===== src/rtl/cnt_shift_pkg.sv =====
// Shared widths and load constants for the cnt_shift serial-receive datapath.
package cnt_shift_pkg;

   localparam int unsigned SH_W  = 8;
   localparam int unsigned CNT_W = 3;

   localparam logic [SH_W-1:0]  SH_INIT  = 8'h00;
   localparam logic [CNT_W-1:0] CNT_INIT = CNT_W'(0);

   // Terminal count: all ones
   localparam logic [CNT_W-1:0] CNT_MAX  = {CNT_W{1'b1}};

endpackage : cnt_shift_pkg


===== src/rtl/cnt_shift_counter.sv =====
// Loadable up-counter with a terminal-count flag that marks frame boundaries.
// Ports:
//   clk      rising-edge clock
//   rst_cnt  asynchronous active-high reset, clears cnt (and registered co)
//   en_cnt   count enable
//   ld       synchronous load of CNT_INIT, overrides en_cnt
//   co       terminal-count flag
//   cnt      current count
// Build option CNT_SHIFT_CO_REG_EN: when defined, co is registered and pulses
// on the edge after the terminal-count cycle; otherwise co is combinational.
module cnt_shift_counter
   import cnt_shift_pkg::*;
(
   input  logic             clk,
   input  logic             rst_cnt,
   input  logic             en_cnt,
   input  logic             ld,
   output logic             co,
   output logic [CNT_W-1:0] cnt
);

   logic tc_c;

   // Count register: reset > load > increment > hold; wraps naturally
   always_ff @(posedge clk or posedge rst_cnt) begin
      if (rst_cnt) begin
         cnt <= CNT_W'(0);
      end else if (ld) begin
         cnt <= CNT_INIT;
      end else if (en_cnt) begin
         cnt <= cnt + CNT_W'(1);
      end
   end

   // Terminal count only counts when the counter is actually enabled
   assign tc_c = en_cnt & (cnt == CNT_MAX);

`ifdef CNT_SHIFT_CO_REG_EN
   logic co_q;

   // One-cycle pulse following the terminal-count cycle
   always_ff @(posedge clk or posedge rst_cnt) begin
      if (rst_cnt) begin
         co_q <= 1'b0;
      end else begin
         co_q <= tc_c;
      end
   end

   assign co = co_q;
`else
   assign co = tc_c;
`endif

endmodule : cnt_shift_counter


===== src/rtl/cnt_shift.sv =====
// Serial-input shift register plus an independent loadable up-counter,
// forming the datapath of a serial receiver.
// Ports:
//   clk      rising-edge clock
//   rst_sh   asynchronous active-high reset, shift register only
//   rst_cnt  asynchronous active-high reset, counter only
//   en_sh    shift enable
//   init_sh  synchronous load of SH_INIT, overrides en_sh
//   si       serial data in, enters PO_sh[0]
//   en_cnt   count enable
//   ld       synchronous load of CNT_INIT, overrides en_cnt
//   co       terminal-count flag
//   PO_sh    parallel shift-register contents
// Build option CNT_SHIFT_CO_REG_EN selects a registered co (see counter).
module cnt_shift
   import cnt_shift_pkg::*;
(
   input  logic            clk,
   input  logic            rst_sh,
   input  logic            rst_cnt,
   input  logic            en_sh,
   input  logic            init_sh,
   input  logic            si,
   input  logic            en_cnt,
   input  logic            ld,
   output logic            co,
   output logic [SH_W-1:0] PO_sh
);

   logic [CNT_W-1:0] cnt;

   // Left shift: si enters bit 0, MSB falls off
   always_ff @(posedge clk or posedge rst_sh) begin
      if (rst_sh) begin
         PO_sh <= SH_W'(0);
      end else if (init_sh) begin
         PO_sh <= SH_INIT;
      end else if (en_sh) begin
         PO_sh <= {PO_sh[SH_W-2:0], si};
      end
   end

   cnt_shift_counter u_counter (
      .clk     (clk),
      .rst_cnt (rst_cnt),
      .en_cnt  (en_cnt),
      .ld      (ld),
      .co      (co),
      .cnt     (cnt)
   );

endmodule : cnt_shift


===== config.mk =====
export PLATFORM = sky130hd
export DESIGN_NAME = cnt_shift
export DESIGN_NICKNAME = d
export VERILOG_FILES = /design/src/rtl/cnt_shift_pkg.sv /design/src/rtl/cnt_shift_counter.sv /design/src/rtl/cnt_shift.sv
export SDC_FILE = /design/constraint.sdc
export NUM_CORES = 1
export LEC_CHECK = 0
export ABC_AREA = 0
export BUFFER_PORTS_ARGS = -buffer_cell sky130_fd_sc_hd__buf_2
export CELL_PAD_IN_SITES_DETAIL_PLACEMENT = 0
export CELL_PAD_IN_SITES_GLOBAL_PLACEMENT = 1
export CORE_AREA = 2 2 43 45
export DETAILED_ROUTE_END_ITERATION = 6
export DIE_AREA = 0 0 45 47
export GPL_TIMING_DRIVEN = 0
export PLACE_DENSITY_LB_ADDON = 0.3
export RECOVER_POWER = 50
export SLEW_MARGIN = 20
export SYNTH_ARGS = -nofsm -noshare
export SYNTH_HDL_FRONTEND = slang
export SYNTH_SLANG_ARGS = --single-unit

===== constraint.sdc =====
create_clock -name clk -period 1 [get_ports clk]
set_input_delay 0.15 -clock clk [delete_from_list [all_inputs] [get_ports clk]]
set_output_delay 0.15 -clock clk [all_outputs]
set_load 0.02 [all_outputs]

# After elaboration in Yosys (flattened, before gate mapping)
# Index checks and enable logic that the tools add are counted.
dict set report classes {
  n_addsub 1
  n_mul 0
  div_mod_pow 0
  magnitude_cmp 0
  eq_ne 1
  shift 0
  n_mux 4
  n_bitwise 1
  reduce_logical 2
}
# op n
set op_table {}
lappend op_table {{8-bit two-way mux} 2}
lappend op_table {{3-bit two-way mux} 2}
lappend op_table {{2-bit nonzero test} 2}
lappend op_table {{3-bit by 1-bit adder with 3-bit output, second input constant} 1}
lappend op_table {{3-bit == test, second input constant} 1}
lappend op_table {{1-bit bitwise AND} 1}
dict set report totals {
  ff_bits 11
  latchBits 0
  ramBits 0
  rom_bits 0
  in_bits 8
  output_inout_bits 9
  elab_cells 11
  memories 0
}

# Longest topological paths before layout
# Gate-level depths: netlist of run 1.
dict set report logic_depth {
  word_depth 3
  depth_mapped 4
}

# By module
# A second synthesis of run 1 with hierarchy kept.
dict set report hier_totals {
  hier_cells 40
  hier_area_um2 480.5
}
# mod instances cells_each area_per_inst_um2 seq_area_each_um2
set modules_own_cells {}
lappend modules_own_cells {cnt_shift 1 27 329.1 200.2}
lappend modules_own_cells {cnt_shift_counter 1 13 151.4 75.1}

# Least setup slack after synthesis of run 1
# OpenSTA, ideal clock, no wires.
dict set report synth_timing {
  path_type {flip-flop to flip-flop}
  startpoint {register u_counter.cnt[0]}
  endpoint {register u_counter.cnt[2]}
  arrival_ns 0.983
  path_slack_ns -0.101
  stages_incl_launch_ff 5
  path_buffers 0
  synth_period_minus_slack_ns 1.101
  cell_sequence {dfrtp_1 -> ha_1 -> ha_1 -> mux2i_1 -> nor2_1}
}
dict set report synth_via {
  elab_chain_cells 3
}
# element line_no
set synth_rtl {}
lappend synth_rtl {{start: declaration} cnt_shift_counter.sv:19} ;# output logic [CNT_W-1:0] cnt
lappend synth_rtl {{start signal: assignment} cnt_shift_counter.sv:31} ;# cnt <= cnt + CNT_W'(1);
lappend synth_rtl {{3-bit by 1-bit adder with 3-bit output} cnt_shift_counter.sv:31}
lappend synth_rtl {{3-bit two-way mux} cnt_shift_counter.sv:30} ;# end else if (en_cnt) begin
lappend synth_rtl {{3-bit two-way mux} cnt_shift_counter.sv:28} ;# end else if (ld) begin
# No other way between the ends. The select of a mux whose other input is x is not followed.
# A chain may end at the register's enable or synchronous reset.

# Worst setup path after layout of run 1
dict set report layout_timing {
  startpoint {register u_counter.cnt[1]}
  endpoint {output co}
}
dict set report layout_via {
  elab_chain_cells 2
}
# element line_no
set layout_rtl {}
lappend layout_rtl {{3-bit == test} cnt_shift_counter.sv:36} ;# assign tc_c = en_cnt & (cnt == CNT_MAX);
lappend layout_rtl {{1-bit bitwise AND} cnt_shift_counter.sv:36}
lappend layout_rtl {{end: declaration} cnt_shift.sv:26} ;# output logic co,
# No other way between the ends.

==> impl_metrics.ini, run 1 <==
[status]
status = finished with violations
violations = setup timing

[final_layout]
nFillCells = 181
nets = 76
drive_above_1_share = 0.400
final_area_um2 = 703
antenna_cells = 0
syn_to_final_growth_pct = 46.4
multi_input_area_um2 = 199
final_cell_mix = dfrtp_1 (11), nor2_1 (11), mux2i_1 (10), buf_2 (9), buf_6 (6)
seq_area_um2 = 275
fin_cells = 82
final_core_util = 0.426

[placement]
pre_cts_ws_ns = -0.129
portBuffers = 14
gp_congestion = 0.662
dp_cells = 71
dpl_cell_area_um2 = 588

[global_route]
grt_use_total = 0.0993
grt_overflow = 0
grt_first_pass_wirelength_mm = 1.41
grt_max_degree = 9
antenna_found_initial = 0
grt_pass1_vias = 335

[route]
totalWireLength_um = 901
wire_per_inst_um = 11.0
drtIter0Drc = 0
vias = 365
dr.pass1.iters = 1
drc = 0
via_per_inst = 4.45
ant_nets = 0

[synth]
synth_warnings = 0
synth_area_leaders = dfrtp_1 (57%), mux2i_1 (21%), nor2_1 (8.6%), ha_1 (5.2%), buf_6 (2.3%)
syn_nets = 50
ys_seq_area_frac = 0.573
syn_inst = 40
synth.top_cell.area_share = 0.573
syn_area_um2 = 480
synth-seq-cells = 11
syn_area_per_cell_um2 = 12.0
ys_types = 9
yosysTopAreaCell = dfrtp_1

[cts]
clk_latency_ns = 0.26
clock_path_buffers = 2
cts_tree = done
clk_pin_slew_ns = 0.06
htree_num_levels = 1
cts_buffers = 3
cts_root_buf = clkbuf_4
clock_sinks = 11

[critical_path]
critPathCaptureType = output port
r2r_start = u_counter.cnt[1]
timing.rr.end = u_counter.cnt[2]
r2r_slack_ns = -0.07
cp.arrival_ns = 1.23
critPathRequiredTime_ns = 0.85
worstSetupStartpointType = flip-flop
worst_path_max_delay_cell = dfrtp_1
reg2regPathDepth = 4
cp_max_fo = 2
crit_path_cell_trace = ha_2 > ha_4 > and2_4 > buf_6
critPathKind = flip-flop to output port
critical_path.max_stage_delay_ns = 0.38
cp-startpoint = u_counter.cnt[1]

[die]
io_pins = 17
die_h_um = 47
num_rows = 15
dieWidth_um = 45
core_um2 = 1650
design.die.area_um2 = 2120
initial_core_util = 0.291

[sta]
min_period_ns = 1.38
final_hold_viol_count = 0
rsz0062_at_grt = yes
max_slew.worst_pin.slew_ns = 0.343
postLayoutSetupSlackWorst_ns = -0.384
fin_skew_ns = 0.00215
max_freq_ghz = 0.723
final-setup-viol-count = 2
max_slew_margin = 0.771
fin_crit_sh = 1.38
finalMaxSlewViolations = 0

[min_path]
hp-start = ld
hold_depth = 2
worstHoldEndpoint = u_counter.cnt[1]
hp-class = input port to flip-flop

[power]
ir_drop_v = 0.000654
powerDensity_nw_per_um2 = 1230
leakage_nw = 0.389

[run]
maxCapViolCount = 0
## metal layers
metal	wire [um]	part of all wire	global-route usage	up-vias
li1	-	-	-	180
met1	329	0.37	0.100	174
met2	507	0.56	0.171	9
met3	60	0.067	0.0577	2
met4	4	0.0044	0.0353	0
met5	0	0	0	-
## through the flow
step	TNS (ns)	hold slack, ns	total power, mW
final	-0.457	0.0724	0.862
after detailed placement	-0.216	0.0206	0.563
after CTS	-0.484	0.0626	0.871
after global placement	-0.196	0.0175	0.562
after floorplan	-0.0370	-0.0964	0.533
after global routing	-0.557	0.0673	0.912
## worst max path at each step
stage / to / slack, ns / cells after the start
final: co / -0.38 / 4
after global routing: co / -0.43 / 4
after CTS: co / -0.40 / 4
after detailed placement: co / -0.13 / 4
after global placement: co / -0.12 / 4
after floorplan: u_counter.cnt[2] / -0.04 / 4
## Yosys cell counts
cell type and count:
xnor2_1 1, inv_1 2, nor2_1 11, ha_1 2
and2_2 1, dfrtp_1 11, buf_1 1, mux2i_1 10
buf_6 1
## timing repair
action | 4_1_cts | 5_1_grt
setup buffers | 1 | 4
cloned | 0 | 0
endpoints found under the hold margin | 11 | 0
setup endpoints to repair | 2 | 8
gates resized for setup | 2 | 8
pin swaps | 2 | 1
hold buffers | 2 | 0
## sequential cells by signal, summed over array words and instances (netlist names)
name and count:
PO_sh 8, u_counter.cnt 3
## cell type report
| type | count | area share |
|---|---|---|
| buffer | 2 | 0.0214 |
| clock buffer | 4 | 0.0374 |
| inverter | 2 | 0.0107 |
| multi-input combinational | 25 | 0.283 |
| sequential | 11 | 0.391 |
| tap | 17 | 0.0302 |
| timing repair buffer | 21 | 0.226 |
## cells by family (layout without fill, tap and decap cells)
family / after synthesis / in the layout / share of synthesized area
XOR/XNOR: 1 / 1 / 0.0182
adder cells (fa/ha/maj): 2 / 2 / 0.0521
buffers and inverters: 4 / 29 / 0.0469
flip-flops: 11 / 11 / 0.573
multiplexers: 10 / 10 / 0.208
AND/OR/NAND/NOR: 12 / 12 / 0.102
## critical path, delay by kind of cell (launching register included)
| family | cells | cell delay (ns) |
|---|---|---|
| DFF | 1 | 0.38 |
| adders and majority gates | 2 | 0.35 |
| buffers and inverters | 1 | 0.12 |
| and+or+nand+nor | 1 | 0.13 |
## power by group
part           total, mW  switching, mW  internal, mW
registers          0.467        0.00924         0.458
clock network      0.286          0.132         0.154
logic              0.109         0.0511        0.0576
(Power assumes the default switching activity.)
==> run 2, diff against run 1 <==
==> constraint.sdc (replaced) <==
create_clock -name clk -period 1 [get_ports clk]
set_input_delay 0.1 -clock clk [delete_from_list [all_inputs] [get_ports clk]]
set_output_delay 0.1 -clock clk [all_outputs]
set_load 0.02 [all_outputs]
==> run 2 against run 1 <==
Compared with the run above:
- the run still ends with setup timing left
- worst setup slack improved by 0.051 ns
- sequential power about the same
- critical path depth did not move
- clock power hardly changed
- sequential share of layout area increased by 2.4 points
- flip-flop and latch count is the same
- critical path type unchanged
- largest cell class unchanged
- largest power group unchanged
==> impl_metrics.ini, run 2 (synthesis results as in run 1) <==
[sta]
min_period_ns = 1.33
rsz0062_at_grt = yes
max_slew.worst_pin.slew_ns = 0.349
final_hold_viol_count = 0
fin_crit_sh = 1.33
finalMaxSlewViolations = 0
fin_skew_ns = 0.000601
final-setup-viol-count = 2
postLayoutSetupSlackWorst_ns = -0.333
max_slew_margin = 0.767
max_freq_ghz = 0.750

[global_route]
grt_first_pass_wirelength_mm = 1.34
grt_use_total = 0.0919
grt_overflow = 0
antenna_found_initial = 0
grt_pass1_vias = 330
grt_max_degree = 9

[final_layout]
nets = 73
final_area_um2 = 663
regMostFlops = PO_sh
drive_above_1_share = 0.387
nFillCells = 174
largest_registers = PO_sh (8), u_counter.cnt (3)
final_cell_mix = buf_2 (13), dfrtp_1 (11), nor2_1 (11), mux2i_1 (10), clkbuf_4 (3)
multi_input_area_um2 = 206
syn_to_final_growth_pct = 38.0
final_common_cell = buf_2
largest_register_ffs = 8
antenna_cells = 0
seq_area_um2 = 275

[route]
drc = 0
via_per_inst = 4.41
dr.pass1.iters = 4
vias = 348
ant_nets = 0
drtIter0Drc = 3
wire_per_inst_um = 10.9
totalWireLength_um = 863

[cts]
cts_buffers = 3
clock_path_buffers = 2
cts_tree = done
clk_latency_ns = 0.26
cts_root_buf = clkbuf_4
htree_num_levels = 1
clock_sinks = 11
clk_pin_slew_ns = 0.07

[power]
leakage_nw = 0.375
powerDensity_nw_per_um2 = 1310
ir_drop_v = 0.000639
finalPower_mw = 0.865

[critical_path]
cp.arrival_ns = 1.23
cp_max_fo = 2
timing.rr.end = u_counter.cnt[2]
worst_path_max_delay_cell = dfrtp_1
critPathRequiredTime_ns = 0.90
critical_path.max_stage_delay_ns = 0.39
crit_path_cell_trace = ha_2 > ha_4 > and2_4 > buf_6
r2r_start = u_counter.cnt[0]
critPathCaptureType = output port
reg2regPathDepth = 4
critPathKind = flip-flop to output port
r2r_slack_ns = -0.08
worstSetupStartpointType = flip-flop

[run]
maxCapViolCount = 0

[min_path]
hp-start = ld
hp-class = input port to flip-flop
hold_depth = 2
worstHoldEndpoint = u_counter.cnt[1]

[status]
status = finished with violations
violations = setup timing

[placement]
hpwl_um = 654
dpl_cell_area_um2 = 587
portBuffers = 14
gp_congestion = 0.663

[die]
initial_core_util = 0.291
io_pins = 17
die_h_um = 47
dieWidth_um = 45
design.die.area_um2 = 2120
num_rows = 15
core_um2 = 1650
==> run 2: per-stage QoR <==
| step | TNS, ns | util | hold WS (ns) | instances | setup WS [ns] |
|---|---|---|---|---|---|
| detailed placement | -0.201 | 0.355 | -0.0269 | 71 | -0.111 |
| finish | -0.413 | 0.402 | 0.0178 | 79 | -0.333 |
| global placement | -0.178 | 0.355 | -0.0324 | 71 | -0.107 |
| global route | -0.509 | 0.402 | 0.0272 | 79 | -0.370 |
| CTS | -0.428 | 0.392 | 0.0148 | 78 | -0.342 |
| floorplan | -0.0370 | - | -0.146 | 40 | -0.0370 |
==> run 2: critical path: cells and delay by family (launching register included) <==
family	cells	cell delay [ns]
flops	1	0.39
fa+ha+maj	2	0.34
buf+inv	1	0.12
simple gates	1	0.12
==> run 2: cell type report <==
class                           count  share of cell area
Buffer                              2              0.0226
Multi-Input combinational cell     25               0.311
Timing Repair Buffer               18               0.168
Sequential cell                    11               0.415
Clock buffer                        4              0.0396
Inverter                            2              0.0113
Tap cell                           17              0.0321
==> run 2: how the worst max path moves through the flow <==
stage	from	endpoint	slack (ns)	cells past startpoint
finish	u_counter.cnt[0]	co	-0.33	4
detailed placement	u_counter.cnt[0]	co	-0.11	4
global placement	u_counter.cnt[0]	co	-0.11	4
CTS	u_counter.cnt[0]	co	-0.34	4
floorplan	u_counter.cnt[0]	u_counter.cnt[2]	-0.04	4
global route	u_counter.cnt[0]	co	-0.37	4
==> run 2: power by group <==
group | internal [mW] | switching [mW] | total, mW
Combinational | 0.0568 | 0.0526 | 0.109
Sequential | 0.458 | 0.00868 | 0.467
Clock | 0.154 | 0.135 | 0.289
Total | 0.669 | 0.197 | 0.865
==> run 2: metal layers <==
layer | GRT usage | part of all wire
met1 | 0.107 | 0.43
met2 | 0.146 | 0.52
met3 | 0.0346 | 0.041
met4 | 0.0529 | 0.0070
met5 | 0 | 0
==> run 2: timing repair <==
action | CTS | global route
hold buffers | 2 | 0
buffers inserted | 1 | 1
endpoints found under the hold margin | 11 | 0
pin swaps | 2 | 1
endpoints found under the setup margin | 2 | 3
resized for setup | 3 | 1
==> run 3, diff against run 2 <==
Settings changed: PLACE_DENSITY set to 0.65, PLACE_DENSITY_LB_ADDON 0.3 to not set.
==> run 3 against run 2 <==
Compared with the run above:
- critical path depth stayed put
- the run still ends with setup timing left
- clock skew is 0.0029 ns higher
- worst setup slack worse by 0.0013 ns
- final area is 1.5% higher
==> impl_metrics.ini, run 3 (synthesis results as in run 1) <==
[sta]
fin_skew_ns = 0.00352
fin_crit_sh = 1.33
max_freq_ghz = 0.749
postLayoutSetupSlackWorst_ns = -0.334
rsz0062_at_grt = yes
max_slew_margin = 0.776
max_slew.worst_pin.slew_ns = 0.336
finalMaxSlewViolations = 0
final_hold_viol_count = 0
final-setup-viol-count = 2
min_period_ns = 1.33
finalSetupTns_ns = -0.404

[global_route]
grt_first_pass_wirelength_mm = 1.26
grt_use_total = 0.0906
grt_max_degree = 9
grt_pass1_vias = 303
grt_overflow = 0
antenna_found_initial = 0

[cts]
clock_path_buffers = 2
clk_pin_slew_ns = 0.07
cts_root_buf = clkbuf_4
cts_tree = done
htree_num_levels = 1
clk_latency_ns = 0.26
cts_buffers = 3
clock_sinks = 11

[critical_path]
worstSetupStartpointType = flip-flop
critPathCaptureType = output port
cp_max_fo = 2
critPathKind = flip-flop to output port
critPathRequiredTime_ns = 0.90
cp.arrival_ns = 1.23

[route]
ant_nets = 0
wire_per_inst_um = 10.3
vias = 341
dr.pass1.iters = 2
via_per_inst = 4.26
totalWireLength_um = 822
drtIter0Drc = 5
drc = 0

[power]
powerDensity_nw_per_um2 = 1290
leakage_nw = 0.379
ir_drop_v = 0.000718
finalPower_mw = 0.869

[die]
design.die.area_um2 = 2120
num_rows = 15
dieWidth_um = 45
core_um2 = 1650
io_pins = 17
die_h_um = 47
initial_core_util = 0.291

[final_layout]
nFillCells = 172
final_cell_mix = buf_2 (13), dfrtp_1 (11), nor2_1 (11), mux2i_1 (10)
final_common_cell = buf_2
syn_to_final_growth_pct = 40.1
regMostFlops = PO_sh
largest_registers = PO_sh (8), u_counter.cnt (3)
largest_register_ffs = 8
seq_area_um2 = 275
nets = 74
multi_input_area_um2 = 206
drive_above_1_share = 0.381
antenna_cells = 0

[min_path]
hp-class = input port to flip-flop

[status]
violations = setup timing
status = finished with violations

[placement]
gp_congestion = 0.632
hpwl_um = 579
portBuffers = 14

[run]
maxCapViolCount = 0
run 3: cell count changes in the layout (fill, tap and decap cells not counted), sizes merged:
| cell | before | now |
|---|---|---|
| dlygate4sd3 | 2 | 3 |
run 3: per-layer routing:
metal	part of all wire	GRT usage	vias up
li1	-	-	178
met5	0	0	-
met2	0.48	0.109	6
met4	0.015	0.106	0
met3	0.062	0.0308	2
met1	0.45	0.115	155
run 3: repair_timing:
action / 4_1_cts / 5_1_grt
hold buffers: 2 / 1
hold endpoints to repair: 11 / 3
endpoints found under the setup margin: 2 / 2
cloned: 0 / 0
buffers inserted: 1 / 1
pin swaps: 2 / 0
gates resized for setup: 3 / 1
run 3: metrics by stage:
| step | instance area [um2] | hold WS, ns | util | setup slack (ns) | std cells |
|---|---|---|---|---|---|
| final | 673 | 0.0924 | 0.408 | -0.334 | 80 |
| after global routing | 673 | 0.0901 | 0.408 | -0.387 | 80 |
| after CTS | 648 | 0.00473 | 0.392 | -0.340 | 78 |
| after detailed placement | 587 | -0.0334 | 0.355 | -0.104 | 71 |
| after global placement | 587 | -0.0367 | 0.355 | -0.101 | 71 |
| after floorplan | 495 | -0.146 | - | -0.0370 | 40 |
run 3: power by group:
group	leakage (nW)	total [mW]	internal (mW)	switching (mW)
registers	0.151	0.466	0.458	0.00847
logic	0.213	0.112	0.0591	0.0531
clock network	0.0150	0.291	0.154	0.137
total	0.379	0.869	0.671	0.198
run 3: layout make-up:
cell class,instances,area share
clock buffers,4,0.0390
well taps,17,0.0316
flip-flops and latches,11,0.409
plain buffers,2,0.0223
inverters,2,0.0112
repair buffers,19,0.180
multi-input cells,25,0.307
run 3: path summary, 6_finish.rpt:
path | from | end | slack [ns] | depth (start not counted)
worst max register to register | u_counter.cnt[0] | u_counter.cnt[2] | -0.07 | 4
worst max-delay path | u_counter.cnt[0] | co | -0.33 | 4
max in group asynchronous | rst_sh | PO_sh[3] | 0.44 | 3
min in group asynchronous | rst_cnt | u_counter.cnt[1] | 0.24 | 3
worst min register to register | PO_sh[7] | PO_sh[7] | 0.51 | 2
worst min-delay path | si | PO_sh[0] | 0.09 | 3
run 3: worst max-delay path: stages (launching register included):
cell	delay (ns)
dfrtp_1	0.39
ha_2	0.20
ha_4	0.14
and2_4	0.12
buf_6	0.12
